==> src/rtl/pdm_byte_streamer.sv <==
// PDM-to-PCM byte streamer: ones-count decimation, byte FIFO and serial-tx handshake.
// Optional build macro PDM_SYNC_EN adds 8'hFF frame sync bytes and clamps samples to 8'hFE.
module pdm_byte_streamer #(
   parameter int DECIM_LOG2     = 6,
   parameter int FIFO_LOG2      = 4,
   parameter int SAMPLE_ON_RISE = 1,
   parameter int FRAME_LEN      = 64
) (
   input  logic               clk,
   input  logic               rst,
   input  logic               pdm_clk,
   input  logic               pdm_data,
   input  logic               enable,
   output logic [7:0]         tx_data,
   output logic               new_tx_data,
   input  logic               tx_busy,
   output logic               overflow,
   output logic [FIFO_LOG2:0] fifo_level
);

   localparam int DEPTH = 1 << FIFO_LOG2;
   localparam logic [DECIM_LOG2:0] FULL_ONES  = {1'b1, {DECIM_LOG2{1'b0}}};
   localparam logic [FIFO_LOG2:0]  LEVEL_FULL = {1'b1, {FIFO_LOG2{1'b0}}};

   generate
      if (DECIM_LOG2 < 1 || DECIM_LOG2 > 8 || FRAME_LEN < 1) begin : g_param_check
         $error("pdm_byte_streamer: DECIM_LOG2 must be 1..8 and FRAME_LEN at least 1");
      end
   endgenerate

   typedef enum logic [1:0] {IDLE, SEND, HOLD, WAIT} state_t;
   state_t state_reg, state_next;

   logic [1:0]            pdm_clk_sync_reg, pdm_data_sync_reg;
   logic                  pdm_clk_prev_reg;
   logic                  pdm_clk_s, pdm_bit, bit_strobe;
   logic [DECIM_LOG2-1:0] bit_cnt_reg;
   logic [DECIM_LOG2:0]   ones_reg, ones_sum;
   logic [7:0]            scaled, sample_value, sample_reg;
   logic                  sample_valid_reg;
   logic [7:0]            mem [DEPTH];
   logic [FIFO_LOG2-1:0]  wr_ptr_reg, rd_ptr_reg;
   logic [FIFO_LOG2:0]    level_reg;
   logic                  overflow_reg, fifo_full, fifo_empty;
   logic                  wr_req, wr_en, room_ok, drop, pop;
   logic [7:0]            wr_byte, tx_data_reg;

   always_ff @(posedge clk or posedge rst) begin
      if (rst) begin
         pdm_clk_sync_reg  <= '0;
         pdm_data_sync_reg <= '0;
         pdm_clk_prev_reg  <= 1'b0;
      end else begin
         pdm_clk_sync_reg  <= {pdm_clk_sync_reg[0], pdm_clk};
         pdm_data_sync_reg <= {pdm_data_sync_reg[0], pdm_data};
         pdm_clk_prev_reg  <= pdm_clk_sync_reg[1];
      end
   end

   assign pdm_clk_s  = pdm_clk_sync_reg[1];
   assign pdm_bit    = pdm_data_sync_reg[1];
   assign bit_strobe = (SAMPLE_ON_RISE != 0) ? (pdm_clk_s & ~pdm_clk_prev_reg)
                                             : (~pdm_clk_s & pdm_clk_prev_reg);

   // The bit that wraps bit_cnt is the last bit of its window, so each sample covers exactly 2^DECIM_LOG2 bits.
   assign ones_sum = ones_reg + {{DECIM_LOG2{1'b0}}, pdm_bit};

   generate
      if (DECIM_LOG2 >= 8) begin : g_no_shift
         assign scaled = ones_sum[7:0];
      end else begin : g_shift
         assign scaled = {ones_sum[DECIM_LOG2-1:0], {(8-DECIM_LOG2){1'b0}}};
      end
   endgenerate

   always_comb begin
      sample_value = (ones_sum == FULL_ONES) ? 8'hFF : scaled;
`ifdef PDM_SYNC_EN
      if (sample_value == 8'hFF) sample_value = 8'hFE;
`endif
   end

   always_ff @(posedge clk or posedge rst) begin
      if (rst) begin
         bit_cnt_reg      <= '0;
         ones_reg         <= '0;
         sample_reg       <= '0;
         sample_valid_reg <= 1'b0;
      end else begin
         sample_valid_reg <= 1'b0;
         if (!enable) begin
            bit_cnt_reg <= '0;
            ones_reg    <= '0;
         end else if (bit_strobe) begin
            bit_cnt_reg <= bit_cnt_reg + 1'b1;
            if (bit_cnt_reg == '1) begin
               ones_reg         <= '0;
               sample_reg       <= sample_value;
               sample_valid_reg <= 1'b1;
            end else begin
               ones_reg <= ones_sum;
            end
         end
      end
   end

   assign fifo_full  = (level_reg == LEVEL_FULL);
   assign fifo_empty = (level_reg == '0);

`ifdef PDM_SYNC_EN
   localparam int SYNC_W = (FRAME_LEN > 1) ? $clog2(FRAME_LEN) : 1;
   localparam logic [SYNC_W-1:0]  SYNC_LAST = SYNC_W'(FRAME_LEN - 1);
   localparam logic [FIFO_LOG2:0] SYNC_ROOM = LEVEL_FULL - 2'd2;
   logic [SYNC_W-1:0] sync_cnt_reg;
   logic              sync_pend_reg, sync_set, sync_adv;
`endif

   // Sync builds write the 8'hFF first and hold the sample back for one cycle.
   always_comb begin
      wr_req  = sample_valid_reg;
      wr_byte = sample_reg;
      room_ok = !fifo_full || pop;
`ifdef PDM_SYNC_EN
      sync_set = 1'b0;
      sync_adv = 1'b0;
      if (sync_pend_reg) begin
         wr_req   = 1'b1;
         sync_adv = 1'b1;
      end else if (sample_valid_reg && sync_cnt_reg == '0) begin
         if (level_reg <= SYNC_ROOM) begin
            wr_byte  = 8'hFF;
            sync_set = 1'b1;
         end else begin
            room_ok = 1'b0;
         end
      end else if (sample_valid_reg && room_ok) begin
         sync_adv = 1'b1;
      end
`endif
      wr_en = wr_req && room_ok;
      drop  = wr_req && !room_ok;
   end

`ifdef PDM_SYNC_EN
   always_ff @(posedge clk or posedge rst) begin
      if (rst) begin
         sync_cnt_reg  <= '0;
         sync_pend_reg <= 1'b0;
      end else begin
         sync_pend_reg <= sync_set;
         if (sync_adv) sync_cnt_reg <= (sync_cnt_reg == SYNC_LAST) ? '0 : sync_cnt_reg + 1'b1;
      end
   end
`endif

   always_ff @(posedge clk) begin
      if (wr_en) mem[wr_ptr_reg] <= wr_byte;
   end

   always_ff @(posedge clk or posedge rst) begin
      if (rst) begin
         wr_ptr_reg   <= '0;
         rd_ptr_reg   <= '0;
         level_reg    <= '0;
         overflow_reg <= 1'b0;
         tx_data_reg  <= '0;
      end else begin
         if (wr_en) wr_ptr_reg <= wr_ptr_reg + 1'b1;
         if (pop) begin
            rd_ptr_reg  <= rd_ptr_reg + 1'b1;
            tx_data_reg <= mem[rd_ptr_reg];
         end
         if (wr_en && !pop)      level_reg <= level_reg + 1'b1;
         else if (!wr_en && pop) level_reg <= level_reg - 1'b1;
         if (drop) overflow_reg <= 1'b1;
      end
   end

   always_ff @(posedge clk or posedge rst) begin
      if (rst) state_reg <= IDLE;
      else     state_reg <= state_next;
   end

   // SEND presents the byte popped in IDLE; HOLD covers the tx's one-cycle busy latency.
   always_comb begin
      state_next = state_reg;
      pop        = 1'b0;
      case (state_reg)
         IDLE: if (!fifo_empty && !tx_busy) begin
            pop        = 1'b1;
            state_next = SEND;
         end
         SEND: state_next = HOLD;
         HOLD: state_next = WAIT;
         WAIT: if (!tx_busy) state_next = IDLE;
         default: state_next = IDLE;
      endcase
   end

   assign tx_data     = tx_data_reg;
   assign new_tx_data = (state_reg == SEND);
   assign overflow    = overflow_reg;
   assign fifo_level  = level_reg;

endmodule
==> config.mk <==
export PLATFORM = sky130hd
export DESIGN_NAME = pdm_byte_streamer
export DESIGN_NICKNAME = d
export VERILOG_FILES = /design/src/rtl/pdm_byte_streamer.sv
export SDC_FILE = /design/constraint.sdc
export NUM_CORES = 1
export LEC_CHECK = 0
export ABC_CLOCK_PERIOD_IN_PS = 5400
export CAP_MARGIN = 20
export CELL_PAD_IN_SITES_DETAIL_PLACEMENT = 2
export CELL_PAD_IN_SITES_GLOBAL_PLACEMENT = 2
export CORE_ASPECT_RATIO = 0.8
export CORE_UTILIZATION = 49
export CTS_CLUSTER_SIZE = 28
export DETAILED_ROUTE_END_ITERATION = 16
export MAX_ROUTING_LAYER = met4
export PLACE_DENSITY_LB_ADDON = 0.1
export SLEW_MARGIN = 15
export SYNTH_ARGS = -nofsm -noshare
export SYNTH_HDL_FRONTEND = slang
export SYNTH_SLANG_ARGS = --single-unit
==> constraint.sdc <==
create_clock -name clk -period 5.4 [get_ports clk]
set_clock_uncertainty 0.1 [all_clocks]
set_input_delay 0.81 -clock clk [delete_from_list [all_inputs] [get_ports clk]]
set_output_delay 0.81 -clock clk [all_outputs]
set_load 0.03 [all_outputs]
# [Yosys cells after proc, flatten, opt, wreduce, memory -nomap -nowiden]
# Memory sizes are Yosys's and may differ from the RTL's. A register that Yosys moved wholly into a read port is not among the register bits.
# Index checks and enable logic that the tools add are counted.
[word_totals] memories=1 mem_bits_rw=128 wordCells=65 register_bits=43
[op_classes] n_mux=18 n_reduce_logical=17 n_eq_ne=9 n_bitwise=2 n_addsub=6
[mem_list] name="mem" words=16 width=8 read_ports=1 rd_ports_with_merged_regs=1 wr=1 line_no="41" rtl="logic [7:0] mem [DEPTH];"
[ops] cell="7-bit 2-to-1 mux" n=3
[ops] cell="6-bit 2-to-1 mux" n=2
[ops] cell="5-bit 2-to-1 mux" n=2
[ops] cell="4-bit by 1-bit adder with 4-bit output (second input constant)" n=2
[ops] cell="8-bit 2-to-1 mux" n=1
[ops] cell="2-bit one-hot mux with 4 select lines" n=1
[ops] cell="7-bit by 1-bit adder with 7-bit output" n=1
[ops] cell="7-bit equality test (second input constant)" n=1
[ops] cell="1-bit 2-to-1 mux" n=7
[ops] cell="6-bit by 1-bit adder with 6-bit output (second input constant)" n=1
[ops] cell="6-bit equality test (second input constant)" n=1
[ops] cell="1-bit logical NOT" n=6
[ops] cell="5-bit by 1-bit adder with 5-bit output (second input constant)" n=1
[ops] cell="5-bit equality test (second input constant)" n=1
[ops] cell="1-bit logical AND" n=5
[ops] cell="5-bit logical NOT" n=1
[ops] cell="5-bit by 1-bit subtractor with 5-bit output (second input constant)" n=1
[ops] cell="2-bit equality test (second input constant)" n=2
[ops] cell="2-bit 2-to-1 mux" n=2
[ops] cell="2-bit != test (second input constant)" n=2
[ops] cell="3-bit AND reduction" n=1
[ops] cell="2-bit by 1-bit equality test with 1-bit output (second input constant)" n=1
[ops] cell="2-bit logical NOT" n=1
[ops] cell="2-bit by 1-bit != test with 1-bit output (second input constant)" n=1
[ops] cell="other kinds (5)" n=5

# [Depth between registers and ports, before layout]
[depth] word_depth=11 ltp_mapped=13 mapped_depth_nobuf=11

# [Worst setup path after synthesis]
# No wires, ideal clock.
[synth_timing] path_type="register -> register" from="register level_reg[1], in the netlist fifo_level[1]" to="register level_reg[4], in the netlist fifo_level[4]" t_arrival_ns=2.743 path_stages_with_launch=12 period_less_slack_ns=2.979 setup_ns=0.136 setup_slack_ns=2.421 cell_sequence="dfrtp_1 -> nor4_2 -> a21o_1 -> buf_2 -> buf_2 -> ha_1 -> inv_1 -> fa_1 -> a21o_1 -> a21oi_1 -> mux2i_1 -> xnor2_1"
[synth_between] elab_chain_len=10 word_cells_on_any_way=18 cone_classes="add/sub (2); eq/ne (1); mux (4); reduce/logical (11)"
[synth_lines] element="start: declaration" line_no="43" rtl="logic [FIFO_LOG2:0] level_reg;"
[synth_lines] element="start signal: assignment" line_no="173" rtl="if (wr_en && !pop) level_reg <= level_reg + 1'b1;"
[synth_lines] element="start signal: assignment" line_no="174" rtl="else if (!wr_en && pop) level_reg <= level_reg - 1'b1;"
[synth_lines] element="5-bit logical NOT" line_no="108" rtl="assign fifo_empty = (level_reg == '0);"
[synth_lines] element="1-bit logical NOT" line_no="189" rtl="IDLE: if (!fifo_empty && !tx_busy) begin"
[synth_lines] element="1-bit logical AND" line_no="189"
[synth_lines] element="1-bit 2-to-1 mux" line_no="189"
[synth_lines] element="1-bit 2-to-1 mux" line_no="188" rtl="case (state_reg)"
[synth_lines] element="1-bit logical OR" line_no="122" rtl="room_ok = !fifo_full || pop;"
[synth_lines] element="1-bit logical AND" line_no="140" rtl="wr_en = wr_req && room_ok;"
[synth_lines] element="1-bit logical NOT" line_no="174"
[synth_lines] element="1-bit logical AND" line_no="174"
[synth_lines] element="2-bit nonzero test (no line)"
# Parallel ways exist; a longest one is shown, timed or not. The select of a mux whose other input is x is not followed.
# A chain may end at the register's enable or synchronous reset.

# [Final worst setup path]
# Ends and elaborated chain as after synthesis.

==> impl_metrics.env <==
export IMPL_num_antenna_cells=0
export IMPL_power_frac_seq=0.449
export IMPL_synth_ff_type="edfxtp_1"
export IMPL_fillers=1152
export IMPL_final_setup_tns_ps=0
export IMPL_hold_viol_final=0
export IMPL_synth_seq_area_share=0.675
export IMPL_grt_max_degree=50
export IMPL_synth_top_area_share=0.494
export IMPL_ant_nets=0
export IMPL_dr_total_vias=3685
export IMPL_run_status="complete, no violations"
export IMPL_fin_area_sq_um=7720
export IMPL_path_clk_slew_ps=60
export IMPL_syn_inst=415
export IMPL_pre_cts_ws_ps=1560
export IMPL_drc=0
export IMPL_clockRootBuffer="clkbuf_16"
export IMPL_worstPathRequired_ps=5650
export IMPL_powerDensity_nw_per_um2=423
export IMPL_pwr_share_comb=0.185
export IMPL_post_cts_resized=0
export IMPL_wl_per_cell_um=26.4
export IMPL_clkPwrFrac=0.366
export IMPL_core_area_sq_um=13600
export IMPL_cts_tree="built"
export IMPL_fmax_ghz=0.291
export IMPL_finalWorstSetupSlack_ps=1960
export IMPL_yosysTopAreaCell="edfxtp_1"
export IMPL_area_growth_pct=13.5
export IMPL_cp_arrival_ps=3690
export IMPL_slew_viol_final=0
export IMPL_ys_types=42
export IMPL_chipHeight_um=107
export IMPL_power_leakage_nw=3.16
export IMPL_gp_congestion=0.781
export IMPL_rsz0062_at_grt="false"
export IMPL_drive_above_1_share=0.156
export IMPL_syn_area_sq_um=6800
export IMPL_dpl_cell_area_sq_um=7120
export IMPL_syn_num_nets=439
export IMPL_final_nets=461
export IMPL_min_period_ps=3440
export IMPL_io_buffers=20
export IMPL_path_class="flip-flop to flip-flop"
export IMPL_antenna_found_initial=0
export IMPL_drv_cap=0
export IMPL_io_pins=21
export IMPL_dp_hpwl_um=10600
export IMPL_drt_total_wl_um=16700
export IMPL_vdd_drop_max_v=0.000263
export IMPL_async_flop_share=0.304
export IMPL_cts_buffer_depth=2
export IMPL_synth_most_common_cell="edfxtp_1"
export IMPL_gr_total_overflow=0
export IMPL_routed_via_density=5.85
export IMPL_cp_start_kind="flip-flop"
export IMPL_cp_num_buf_inv=1
export IMPL_row_count=38
export IMPL_worst_pin_slew_ps=994
export IMPL_swShare=0.287
export IMPL_ys_ff_latch=161
export IMPL_firstDrtPassIters=4
export IMPL_drtIter0Drc=225
export IMPL_grt_first_pass_wirelength_um=25700
export IMPL_syn_area_per_cell_sq_um=16.4
export IMPL_track_usage=0.265
export IMPL_cts_buffers=17
export IMPL_grt_pass1_vias=4100
export IMPL_crit_path_frequent_cell="a21o_1"
export IMPL_cp_end_kind="flip-flop"
export IMPL_clock_latency_ps=430
export IMPL_switchingPower_w=0.000936
export IMPL_finalCritPeriodShare=0.636
export IMPL_yosysWarnings=0
export IMPL_postCtsHoldBufs=0
export IMPL_internal_power_w=0.00233
export IMPL_critical_path_top_delay_family="compound AO/OA/AOI/OAI gates"
export IMPL_postCtsSetupRepairBufs=0
export IMPL_dieArea_sq_um=14400
export IMPL_worstPathMaxFanout=19
export IMPL_die_w_um=134
export IMPL_slew_headroom=0.337
export IMPL_regMostFlops="mem"
export IMPL_cts_sinks=161
export IMPL_cts_max_level=4
export IMPL_synth_common_cells="edfxtp_1 (112), dfrtp_1 (49), mux4_2 (25)"
export IMPL_ys_top_cells_by_area="edfxtp_1 (49%), dfrtp_1 (18%), mux4_2 (8.3%), ha_1 (3.1%), mux2i_1 (2.2%)"
export IMPL_min_delay_path_class="flip-flop to flip-flop"
export IMPL_synth_edf_count=112
export IMPL_crit_path_cell_trace="nor4_2 > a21o_1 > ha_1 > inv_1 > fa_1 > a21o_1 > a21oi_1 > mux2i_1 > xnor2_1"
export IMPL_slowest_stage="a21o_1"
export IMPL_finalSetupViolCount=0
export IMPL_initial_core_util=0.502
export IMPL_largest_register_ffs=112
export IMPL_critical_path_max_stage_delay_ps=710
[layer usage]
metal	routed length, um	track usage
met5	0	-
met4	366	0.115
met1	7230	0.337
met2	8330	0.417
met3	725	0.0537
[placed cells by master, fill, tap and decap left out, types with 2 or more instances in the layout]
master,synthesis,final
edfxtp_1,112,112
dfrtp_1,49,48
mux4_2,25,25
nor2_1,21,21
clkdlybuf4s50_1,0,20
and2_1,17,17
ha_1,17,17
clkbuf_16,0,17
xnor2_1,16,16
nand2_1,15,15
mux2i_1,15,15
a21oi_1,14,14
inv_1,15,14
o21ai_0,9,9
a22o_1,8,8
nor2b_1,7,7
mux2_2,6,6
nand3_1,6,6
a211o_1,5,5
nand4_1,5,5
a21o_1,4,4
xor2_1,4,4
clkinv_2,0,4
a31oi_1,3,3
and3_1,3,3
mux4_1,3,3
clkinvlp_4,0,3
nor4_1,2,2
nand3b_1,2,2
inv_6,0,2
clkinv_4,0,2
bufinv_16,0,2
buf_4,3,2
[metrics by stage]
stage	hold WS (ps)	instances	power [W]	util
after floorplan	231	415	0.00192	-
after global placement	233	597	0.00204	0.525
after detailed placement	238	597	0.00208	0.525
after CTS	261	629	0.00328	0.568
after global routing	267	630	0.00339	0.570
final	259	630	0.00326	0.570
[kinds of logic (layout without fill, tap and decap cells)]
family / after synthesis / after routing / share of synthesized area
compound gates: 47 / 47 / 0.0469
xor+xnor: 20 / 20 / 0.0257
fa+ha+maj: 18 / 18 / 0.0342
buf+inv: 36 / 71 / 0.0270
flops: 161 / 161 / 0.675
mux: 49 / 49 / 0.126
simple gates: 84 / 84 / 0.0651
[power groups by stage]
| stage | registers [W] | logic [W] | clock network [W] |
|---|---|---|---|
| floorplan | 0.00148 | 0.000440 | 0 |
| global placement | 0.00153 | 0.000511 | 0 |
| detailed placement | 0.00154 | 0.000544 | 0 |
| CTS | 0.00152 | 0.000551 | 0.00122 |
| global route | 0.00148 | 0.000652 | 0.00126 |
| finish | 0.00147 | 0.000604 | 0.00119 |
[worst paths after layout]
| check | from | end | slack, ps | cells after the start |
|---|---|---|---|---|
| hold reg to reg | pdm_clk_sync_reg[0] | pdm_clk_sync_reg[1] | 260 | 0 |
| hold / removal | pdm_clk_sync_reg[0] | pdm_clk_sync_reg[1] | 260 | 0 |
| setup / recovery | fifo_level[1] | fifo_level[4] | 1960 | 9 |
| min in group asynchronous | rst | bit_cnt_reg[0] | 800 | 2 |
| setup reg to reg | fifo_level[1] | fifo_level[4] | 1960 | 9 |
| max in group asynchronous | rst | rd_ptr_reg[0] | 3790 | 2 |
[layout make-up]
cell class | instances | area (sq um) | area share
clock inverter | 13 | 136 | 0.0177
tap | 180 | 225 | 0.0292
timing repair buffer | 23 | 235 | 0.0305
sequential | 161 | 4590 | 0.595
clock buffer | 19 | 443 | 0.0574
inverter | 16 | 61.3 | 0.00794
multi-input combinational | 218 | 2030 | 0.263
No activity file was read; power rests on OpenSTA's default activity.
